===== src/rtl/sel_encode_seq.sv =====
// Select-and-encode unit: owns the instruction register, decodes its fields,
// and drives registered one-hot register-file enables either from the manual
// Gra/Grb/Grc controls or from a built-in read-B / read-C / write-A sequencer.
//
//   state | meaning
//   ------+-----------------------------------------------
//   IDLE  | manual select path active, IR may be loaded
//   RD_B  | drive reg_out for Rb
//   RD_C  | drive reg_out for Rc (skipped for immediate ops)
//   WR_A  | drive reg_in for Ra
//   DONE  | one-cycle seq_done pulse, then back to IDLE
module sel_encode_seq #(
  parameter int DATA_W    = 32,
  parameter int OPC_W     = 5,
  parameter int REG_IDX_W = 4,
  parameter int NUM_REGS  = 16,
  parameter int IMM_W     = 19
) (
  input  logic                 clock,
  input  logic                 clear,
  input  logic                 ir_load,
  input  logic [DATA_W-1:0]    instr_in,
  input  logic                 Gra,
  input  logic                 Grb,
  input  logic                 Grc,
  input  logic                 Rin,
  input  logic                 Rout,
  input  logic                 BAout,
  input  logic                 seq_start,
  input  logic                 seq_skip_c,
  output logic [OPC_W-1:0]     opcode,
  output logic [DATA_W-1:0]    C_sign_extended,
  output logic [NUM_REGS-1:0]  reg_in,
  output logic [NUM_REGS-1:0]  reg_out,
  output logic [REG_IDX_W-1:0] reg_index,
  output logic                 ba_zero,
  output logic                 conflict,
  output logic                 seq_busy,
  output logic                 seq_done
);

  localparam int RA_MSB = DATA_W - OPC_W - 1;
  localparam int RB_MSB = RA_MSB - REG_IDX_W;
  localparam int RC_MSB = RB_MSB - REG_IDX_W;

  typedef enum logic [2:0] {
    S_IDLE = 3'd0,
    S_RD_B = 3'd1,
    S_RD_C = 3'd2,
    S_WR_A = 3'd3,
    S_DONE = 3'd4
  } state_t;

  state_t                state_q, state_d;
  logic [DATA_W-1:0]     ir_q;
  logic                  skip_q;
  logic [NUM_REGS-1:0]   reg_in_q, reg_in_d;
  logic [NUM_REGS-1:0]   reg_out_q, reg_out_d;
  logic [REG_IDX_W-1:0]  idx_q, idx_d;
  logic                  ba_q, ba_d;
  logic                  conf_q, conf_d;
  logic                  busy_q, busy_d;
  logic                  done_q, done_d;

  logic [REG_IDX_W-1:0]  ra, rb, rc, man_idx;
  logic [NUM_REGS-1:0]   onehot;
  logic                  want_in, want_out;

  assign ra              = ir_q[RA_MSB -: REG_IDX_W];
  assign rb              = ir_q[RB_MSB -: REG_IDX_W];
  assign rc              = ir_q[RC_MSB -: REG_IDX_W];
  assign opcode          = ir_q[DATA_W-1 -: OPC_W];
  assign C_sign_extended = {{(DATA_W-IMM_W){ir_q[IMM_W-1]}}, ir_q[IMM_W-1:0]};

  assign reg_in    = reg_in_q;
  assign reg_out   = reg_out_q;
  assign reg_index = idx_q;
  assign ba_zero   = ba_q;
  assign conflict  = conf_q;
  assign seq_busy  = busy_q;
  assign seq_done  = done_q;

  // Manual field select: Gra beats Grb beats Grc, nothing selected means R0.
  always_comb begin
    man_idx = '0;
    if (Gra)      man_idx = ra;
    else if (Grb) man_idx = rb;
    else if (Grc) man_idx = rc;
  end

  // Sequencer next state; ir_load in IDLE takes precedence over seq_start.
  always_comb begin
    state_d = state_q;
    case (state_q)
      S_IDLE:  if (seq_start && !ir_load) state_d = S_RD_B;
      S_RD_B:  state_d = skip_q ? S_WR_A : S_RD_C;
      S_RD_C:  state_d = S_WR_A;
      S_WR_A:  state_d = S_DONE;
      S_DONE:  state_d = S_IDLE;
      default: state_d = S_IDLE;
    endcase
  end

  // Outputs are decoded from the next state so they appear in the cycle that
  // the state is entered; manual controls count only when staying in IDLE.
  always_comb begin
    idx_d    = '0;
    want_in  = 1'b0;
    want_out = 1'b0;
    done_d   = 1'b0;
    case (state_d)
      S_RD_B: begin
        idx_d    = rb;
        want_out = 1'b1;
      end
      S_RD_C: begin
        idx_d    = rc;
        want_out = 1'b1;
      end
      S_WR_A: begin
        idx_d   = ra;
        want_in = 1'b1;
      end
      S_DONE:  done_d = 1'b1;
      default: begin
        if (state_q == S_IDLE) begin
          idx_d    = man_idx;
          want_in  = Rin;
          want_out = Rout;
        end
      end
    endcase
    onehot    = {{(NUM_REGS-1){1'b0}}, 1'b1} << idx_d;
    ba_d      = want_out && BAout && (idx_d == '0);
    reg_out_d = (want_out && !ba_d) ? onehot : '0;
    reg_in_d  = want_in ? onehot : '0;
    conf_d    = (|reg_in_d) & (|reg_out_d);
    busy_d    = (state_d != S_IDLE);
  end

  // State, IR and registered outputs; clear overrides everything.
  always_ff @(posedge clock) begin
    if (clear) begin
      state_q   <= S_IDLE;
      ir_q      <= '0;
      skip_q    <= 1'b0;
      reg_in_q  <= '0;
      reg_out_q <= '0;
      idx_q     <= '0;
      ba_q      <= 1'b0;
      conf_q    <= 1'b0;
      busy_q    <= 1'b0;
      done_q    <= 1'b0;
    end else begin
      state_q <= state_d;
      if (ir_load && state_q == S_IDLE) ir_q <= instr_in;
      if (state_q == S_IDLE && state_d == S_RD_B) skip_q <= seq_skip_c;
      reg_in_q  <= reg_in_d;
      reg_out_q <= reg_out_d;
      idx_q     <= idx_d;
      ba_q      <= ba_d;
      conf_q    <= conf_d;
      busy_q    <= busy_d;
      done_q    <= done_d;
    end
  end

endmodule


===== config.mk =====
export PLATFORM = sky130hd
export DESIGN_NAME = sel_encode_seq
export DESIGN_NICKNAME = d
export VERILOG_FILES = /design/src/rtl/sel_encode_seq.sv
export SDC_FILE = /design/constraint.sdc
export NUM_CORES = 1
export LEC_CHECK = 0
export CAP_MARGIN = 20
export CELL_PAD_IN_SITES_DETAIL_PLACEMENT = 1
export CELL_PAD_IN_SITES_GLOBAL_PLACEMENT = 1
export CORE_MARGIN = 4
export CORE_UTILIZATION = 33
export CTS_CLUSTER_DIAMETER = 40
export CTS_CLUSTER_SIZE = 25
export DETAILED_ROUTE_END_ITERATION = 10
export HOLD_SLACK_MARGIN = 0.02
export PLACE_DENSITY = 0.86
export SLEW_MARGIN = 20
export SYNTH_ARGS = -nofsm -noshare
export SYNTH_HDL_FRONTEND = slang
export SYNTH_SLANG_ARGS = --single-unit

===== constraint.sdc =====
create_clock -name clock -period 6.02 [get_ports clock]
set_clock_uncertainty 0.1 [all_clocks]
set_input_delay 1.204 -clock clock [delete_from_list [all_inputs] [get_ports clock]]
set_output_delay 1.204 -clock clock [all_outputs]
set_load 0.005 [all_outputs]

==> flow_summary_export.csv <==
group,metric,value,unit
synthesis,syn_inst,358,
floorplanning,fp-row-count,34,
clocking,cts.sinks,76,
synthesis,async_flop_share,0,%
clocking,postCtsSetupRepairBufs,0,
worst_setup_path,reg2reg_depth,5,
worst_hold_path,whs_endpoint,"ir_q[28]",
finish,diodes,0,
floorplanning,initial_core_util,34.5,%
run,maxCapViolations,0,
floorplanning,die_area,0.0109,mm^2
finish,drive_gt1_share,6.82,%
clocking,cts_buffers,9,
status,status,"finished, final reports clean",
worst_setup_path,timing.rr.end,"reg_in[9]",
worst_setup_path,r2r_setup_slack,3570,ps
clocking,cts_tree,"yes",
worst_setup_path,crit_chain,"clkdlybuf4s50_1 -> nor2b_1 -> nor2_1 -> a211oi_1 -> nand2_1 -> nor3_1",
synthesis,synth-main-ff-cell,"dfxtp_1",
placed_design,gp_congestion,0.766,
synthesis,ys_seq_area_share,49.6,%
clocking,ctsResizeCount,0,
worst_setup_path,end_kind,"flop",
timing,max_clock_freq,0.322,GHz
routing,drc,0,
routing,vias,2728,
worst_setup_path,cp-start-kind,"input pin",
floorplanning,die_h,104,um
routing,vias_per_cell,4.98,
placed_design,port_buffers,119,
worst_setup_path,crit_family,"simple AND/OR/NAND/NOR gates",
worst_setup_path,crit_type,"in2reg",
synthesis,synth_edf_count,0,
finish,layout.core_utilization,47.8,%
synthesis,ys_seq_elements,76,
grt,grt_pass1_vias,2811,
grt,grt_max_degree,42,
floorplanning,ios,120,
timing,rsz0062_at_grt,"false",
synthesis,synth_area,0.00307,mm^2
timing,period_needed,3100,ps
routing,drt_wl_total,9140,um
timing,finalSetupViolCount,0,
grt,overflow,0,
routing,first_iter_violations,122,
clocking,ctsHtreeMaxLevel,3,
finish,areaGrowthSynthToFinish,38.5,%
synthesis,syn_avg_cell_area,8.58,um^2
pwr,p_leak,1.54,nW
synthesis,syn_nets,401,
worst_setup_path,slowest_delay,480,ps
clocking,postCtsHoldBufs,0,
timing,drv_slew,0,
placed_design,hpwl,6850,um
finish,fin_nets,478,
worst_hold_path,hold_path_startpoint,"ir_q[28]",
grt,grt_pass1_wl,14500,um
worst_setup_path,crit_cells,6,
worst_setup_path,crit_buf_inv,1,
timing,fin_crit_sh,51.5,%
timing,maxSlewHeadroom,52.5,%
worst_hold_path,whs_path_depth,2,
floorplanning,die_w,104,um
worst_setup_path,cpMaxStageDelayCell,"a211oi_1",
worst_setup_path,worstReg2RegStart,"state_q[0]",
worst_hold_path,min_path_type,"reg2reg",
pwr,power_density,274,mW/mm^2
clocking,cts_buffer_depth,2,
worst_setup_path,worstPathMaxFanout,7,
timing,finalSetupTns,0,ps
worst_setup_path,arrival,3260,ps
clocking,clock_latency,350,ps
floorplanning,core,0.00889,mm^2
clocking,clock-root-buffer,"clkbuf_8",
synthesis,yosysUniqueCellTypes,40,
pwr,peakVddDrop,0.000140,V
routing,first_pass_iters,4,
worst_setup_path,required,6180,ps
synthesis,synth_warnings,0,
timing,finalHoldViolCount,0,
grt,track_usage,16.6,%
routing,postRouteAntennaNets,0,
grt,antenna_found_initial,0,
timing,worst_slew_pin_slew,711,ps
clocking,clkTransAtPathRegs,80,ps
routing,wire_per_inst,16.7,um
## area by class of cell
type	instances	area, um^2
clock buffers	10	128
multi-input cells	225	1190
fillers	1050	4640
inverters	3	11.3
well taps	108	135
flip-flops and latches	76	1520
repair buffers	120	1200
clock inverters	6	72.6
## tightest hold or removal path, cell delays in order (launching register included)
cell and delay [ps]:
dfxtp_1 310, nand2_1 50, a21oi_1 50
## Yosys cell counts, types with 4 or more instances
master    count  area share (%)
nor3_2        5             1.6
nor3_1       17             2.8
a21oi_1      44             7.2
nand3b_1      7             1.7
dfxtp_1      76              50
nor2_1       29             3.5
nand2_1      74             9.0
buf_4        38             9.3
nand3_1       4            0.65
nor2b_1       5             1.0
clkbuf_1     14             1.7
## registers in the layout (all words and copies together) (netlist names)
| signal | count |
|---|---|
| reg_out | 16 |
| reg_index | 4 |
| seq_done | 1 |
| ba_zero | 1 |
| state_q | 3 |
| ir_q | 32 |
| seq_busy | 1 |
| reg_in | 16 |
| conflict | 1 |
| skip_q | 1 |
## placed cells by master, fill, tap and decap left out, types with 4 or more instances in the layout
cell / n
nand3b_1: 7
nand3_1: 4
clkdlybuf4s50_1: 119
nor2_1: 29
clkbuf_8: 9
a21oi_1: 44
nor3_2: 5
nand2_1: 73
dfxtp_1: 76
nor3_1: 17
nor2b_1: 5
## routing by layer
layer	up-vias	GRT usage [%]	part of all wire [%]
li1	1327	-	-
met1	1302	18.0	40
met2	84	30.7	53
met3	15	4.16	5.0
met4	0	6.65	2.1
met5	-	0	0
## stage by stage
step                      std cells  setup slack, ps  total power, mW  hold WS (ps)  cell area (um^2)
after global routing            548             2720             1.22           379              4250
final                           548             2920             1.16           354              4250
after CTS                       548             2940             1.18           356              4250
after global placement          532             2710            0.777           341              4050
after floorplan                 358             3410            0.694           337              3070
after detailed placement        532             2630            0.787           348              4050
## worst max path at each step
stage	start	to	slack (ps)
after global placement	seq_start	reg_in[8]	2710
after CTS	seq_start	reg_in[1]	2940
after floorplan	seq_start	reg_in[9]	3410
final	ir_load	reg_in[5]	2920
after global routing	ir_load	reg_in[1]	2720
after detailed placement	seq_start	reg_in[3]	2630
## kinds of logic (layout without fill, tap and decap cells)
logic type             Yosys count  count (layout)  share of synthesized area [%]
buffers and inverters           57             139                           11.9
AND/OR/NAND/NOR                157             157                           24.4
AO/OA/AOI/OAI                   68              68                           14.2
flip-flops                      76              76                           49.6
## power by group
group / internal [mW] / total (mW) / switching, mW
Combinational: 0.109 / 0.222 / 0.113
Sequential: 0.530 / 0.553 / 0.0229
Clock: 0.195 / 0.390 / 0.195
Total: 0.835 / 1.16 / 0.330
(Power assumes the default switching activity.)
